<file path="src/rtl/bus_transfer_ctrl.sv">
`timescale 1ns/1ps
// Bus transfer sequencer: turns a one-hot source request into a held mux select
// code, then strobes the latched destination loads for one cycle.
//
// state | meaning
// IDLE  | ready for a request; select parked on IDLE_SEL
// DRIVE | select holds the source code while the hold timer runs down
// LOAD  | select still held; dst_load strobes the latched destinations
// DONE  | done pulse, bus released, one cycle before ready again
module bus_transfer_ctrl #(
  parameter int unsigned HOLD_CYCLES = 1,
  parameter logic [4:0]  IDLE_SEL    = 5'd31
) (
  input  logic        clock,
  input  logic        clear,
  input  logic        req_valid,
  output logic        req_ready,
  input  logic [23:0] src_onehot,
  input  logic [23:0] dst_onehot,
  output logic [4:0]  select,
  output logic [23:0] dst_load,
  output logic        busy,
  output logic        done,
  output logic        err
);

  localparam logic [3:0] HOLD_LOAD = 4'(HOLD_CYCLES - 1);

  typedef enum logic [1:0] {
    IDLE  = 2'd0,
    DRIVE = 2'd1,
    LOAD  = 2'd2,
    DONE  = 2'd3
  } stateT;

  stateT       state;
  logic [3:0]  holdCnt;
  logic [23:0] latchedDst;

  logic        srcIsOneHot;
  logic        reqOk;
  logic [4:0]  srcCode;

  // OR of the indices of set bits; only meaningful once the one-hot check passes.
  function automatic logic [4:0] encodeOneHot(input logic [23:0] vec);
    logic [4:0] code;
    code = '0;
    for (int i = 0; i < 24; i++) begin
      if (vec[i]) code = code | 5'(i);
    end
    return code;
  endfunction

  always_comb begin
    srcIsOneHot = (src_onehot != 24'd0) &&
                  ((src_onehot & (src_onehot - 24'd1)) == 24'd0);
    reqOk       = srcIsOneHot && (dst_onehot != 24'd0);
    srcCode     = encodeOneHot(src_onehot);
  end

  always_ff @(posedge clock) begin
    if (!clear) begin
      state      <= IDLE;
      holdCnt    <= '0;
      latchedDst <= '0;
      select     <= IDLE_SEL;
      dst_load   <= '0;
      busy       <= 1'b0;
      done       <= 1'b0;
      err        <= 1'b0;
      req_ready  <= 1'b1;
    end else begin
      done     <= 1'b0;
      err      <= 1'b0;
      dst_load <= '0;
      case (state)
        IDLE: begin
          if (req_valid) begin
            if (reqOk) begin
              // select itself serves as the latched source code
              select     <= srcCode;
              latchedDst <= dst_onehot;
              holdCnt    <= HOLD_LOAD;
              busy       <= 1'b1;
              req_ready  <= 1'b0;
              state      <= DRIVE;
            end else begin
              err <= 1'b1;
            end
          end
        end
        DRIVE: begin
          if (holdCnt == 4'd0) begin
            dst_load <= latchedDst;
            state    <= LOAD;
          end else begin
            holdCnt <= holdCnt - 4'd1;
          end
        end
        LOAD: begin
          select <= IDLE_SEL;
          busy   <= 1'b0;
          done   <= 1'b1;
          state  <= DONE;
        end
        DONE: begin
          req_ready <= 1'b1;
          state     <= IDLE;
        end
        default: begin
          select    <= IDLE_SEL;
          busy      <= 1'b0;
          req_ready <= 1'b1;
          state     <= IDLE;
        end
      endcase
    end
  end

endmodule

</file>
<file path="config.mk">
export PLATFORM = sky130hd
export DESIGN_NAME = bus_transfer_ctrl
export DESIGN_NICKNAME = d
export VERILOG_FILES = /design/src/rtl/bus_transfer_ctrl.sv
export SDC_FILE = /design/constraint.sdc
export NUM_CORES = 1
export LEC_CHECK = 0
export ABC_CLOCK_PERIOD_IN_PS = 8890
export BUFFER_PORTS_ARGS = -buffer_cell sky130_fd_sc_hd__buf_4
export CORE_UTILIZATION = 25
export CTS_CLUSTER_SIZE = 8
export DETAILED_ROUTE_END_ITERATION = 12
export GPL_ROUTABILITY_DRIVEN = 0
export PLACE_DENSITY = 0.54
export SLEW_MARGIN = 10
export SYNTH_ARGS = -nofsm -noshare
export SYNTH_HDL_FRONTEND = slang
export SYNTH_SLANG_ARGS = --single-unit
</file>
<file path="constraint.sdc">
create_clock -name clock -period 8.89 [get_ports clock]
set_clock_uncertainty 0.1 [all_clocks]
set_input_delay 0.889 -clock clock [delete_from_list [all_inputs] [get_ports clock]]
set_output_delay 0.889 -clock clock [all_outputs]
set_load 0.005 [all_outputs]
</file>
==> run metrics <==
status=finished, violations left; failing checks=DRC; sequential area share after synthesis=45.5%; worst r2r path cells=8; Gate Count Post-Synth=330; R2R setup slack=6.38 ns; H-Tree Depth=3; io pins=84; share of layout cells above drive strength 1=25.2%; total negative setup slack=0 ns; final slew viol count=0; Final setup viols=0; final hold viol count=0; remaining global-route overflow=0; Tcrit/Tclk final=48.4%; cts repair resizes=0; most frequent cell after synthesis=dfxtp_1; total CTS buffers=9; Final WS setup=4.59 ns; Post-Syn Area=2770 um^2; total global-route track usage=14.6%; Post-Layout Cell Count=549; drc violations=1; crit-path max cell delay=1.05 ns; hold-critical path endpoint=dst_load[7]$_SDFF_PN0_; CTS Buffer Depth=2; Post-Place Worst Slack=4.27 ns; post-DR wirelength/cell=14.7 um; Area after DPL=3510 um^2; Clock Tree Root=clkbuf_8; drt total wl=8090 um; largest cells by area after synthesis=dfxtp_1, o21ai_0, and2_1; CP arrival=4.48 ns; Layout area overhead=34.1%; post-route ant nets=0; unrepaired setup endpoints after global routing=false; post-synth cell types=40; first-pass GRT wire length=13,100 um; DIE AREA=11,500 um^2; highest clock rate=232 MHz; Hold Crit Depth=1; CP Capture Type=flip-flop; Util after Layout=34.3%; vias in the first global route=2,677; WS Path Type=in2reg; Ys Warns=0; CP Data Required Time=9.07 ns; FF+latch count, synth=63; Worst path slowest cell=or4_1; Peak VDD IR=0.0000575 V; CTS Hold Bufs=0; CTS tree=yes; Final Cell Area=3720 um^2; largest net degree at the start of global routing=36; # Post-CTS Setup Buffers=0; DP HPWL=5720 um; Leak Pwr=1.40 nW; R2R Path End=holdCnt[1]$_SDFFE_PN0P_; Diodes inserted=0; Most common cell on crit path=or4_1; HP Class=reg2reg; via/cell ratio=5.04; Synth async-reset ratio=0%; CTS clk-pin slew, worst paths=0.07 ns; DR iter-0 viols=152; Die Y=107 um; mean area per synthesized cell=8.41 um^2; Syn Nets=386; hold_ws=0.351 ns; worst reg2reg startpoint=state[0]$_SDFFE_PN0P_; Cells after DPL=533; CTS Sinks=63; Worst Path Buf+Inv=1; drt pass-1 iters=10; Yosys top cell area share=45.5%; startpoint type of the worst setup path=input pin; Core Footprint=10,800 um^2; synth cell count leaders=dfxtp_1, o21ai_0, a21oi_1, nand3_1, and2_1; Initial Util=25.6%; Max Cap Viol=0; power per cell area=160 nW/um^2; worst hold start=latchedDst[7]$_SDFFE_PN0P_; Tightest Pin Transition=1.14 ns; worst-path fanout max=35; clk_lat worst skew=0.33 ns; CP top delay family=simple AND/OR/NAND/NOR gates; Slew HR=23.9%; Pwr Total=0.597 mW; Rows=38; # nets final=460; top cell type by total area after synthesis=dfxtp_1; crit path time final=4.30 ns; IO buf count=83; vias=2,766; die width=107 um; top_reg_cell synth=dfxtp_1; crit-path cells=buf_4 > or4_4 > or4_1 > a222oi_1 > nand4_1 > or4_1 > or4_1 > nand3_1; initial antenna violation count=0; EDFF count, synth=0
[routing by layer]
metal | wire, um | global-route usage [%] | part of all wire, %
met1 | 3840 | 19.5 | 48
met4 | 132 | 6.95 | 1.6
met2 | 3630 | 22.4 | 45
met3 | 479 | 3.03 | 5.9
met5 | 0 | 0 | 0
[power breakdown]
part / internal (mW) / total, mW / switching (mW)
clock network: 0.157 / 0.267 / 0.109
registers: 0.283 / 0.284 / 0.000795
logic: 0.0211 / 0.0461 / 0.0250
total: 0.462 / 0.597 / 0.135
[worst max path at each step]
stage / from / end / slack (ns) / cells past startpoint
2_1_floorplan: src_onehot[3] / select[4]$_SDFFE_PN1P_ / 5.14 / 10
3_3_place_gp: src_onehot[3] / busy$_SDFFE_PN0P_ / 4.32 / 8
3_5_place_dp: src_onehot[3] / busy$_SDFFE_PN0P_ / 4.27 / 8
4_1_cts: src_onehot[3] / busy$_SDFFE_PN0P_ / 4.61 / 8
5_1_grt: src_onehot[3] / busy$_SDFFE_PN0P_ / 4.46 / 8
6_report: src_onehot[3] / busy$_SDFFE_PN0P_ / 4.59 / 8
[registers in the layout (all words and copies together), names as in the netlist]
signal and count:
req_ready 1, err 1, state 2, busy 1, latchedDst 24, select 5
holdCnt 4, dst_load 24, done 1
[layout by cell type (no fill, tap or decap), drive strengths merged, types with 2 or more instances in the layout]
cell type,instances
buf,84
dfxtp,63
o21ai,34
nand3,29
a21oi,29
and2,26
nor4,19
nor2,16
nand2,16
nor3,16
clkbuf,10
or4,10
inv,7
a221oi,5
ha,5
a211oi,4
o31ai,4
clkinv,4
and3,2
a222oi,2
nand3b,2
o41ai,2
nand4,2
o211ai,2
bufinv,2
[final cells by class]
cell class / count / area, um^2
fillers: 1162 / 7120
flip-flops and latches: 63 / 1260
clock buffers: 10 / 128
multi-input cells: 239 / 1420
clock inverters: 6 / 83.8
well taps: 140 / 175
repair buffers: 84 / 631
inverters: 7 / 26.3
[logic make-up (layout without fill, tap and decap cells)]
family | count (synthesis) | after routing | synth area share, %
AO/OA/AOI/OAI | 90 | 90 | 19.6
adder cells (fa/ha/maj) | 5 | 5 | 2.26
buffers and inverters | 28 | 107 | 3.92
flip-flops | 63 | 63 | 45.5
multiplexers | 1 | 1 | 0.361
AND/OR/NAND/NOR | 143 | 143 | 28.4
No activity file was read; power rests on OpenSTA's default activity.
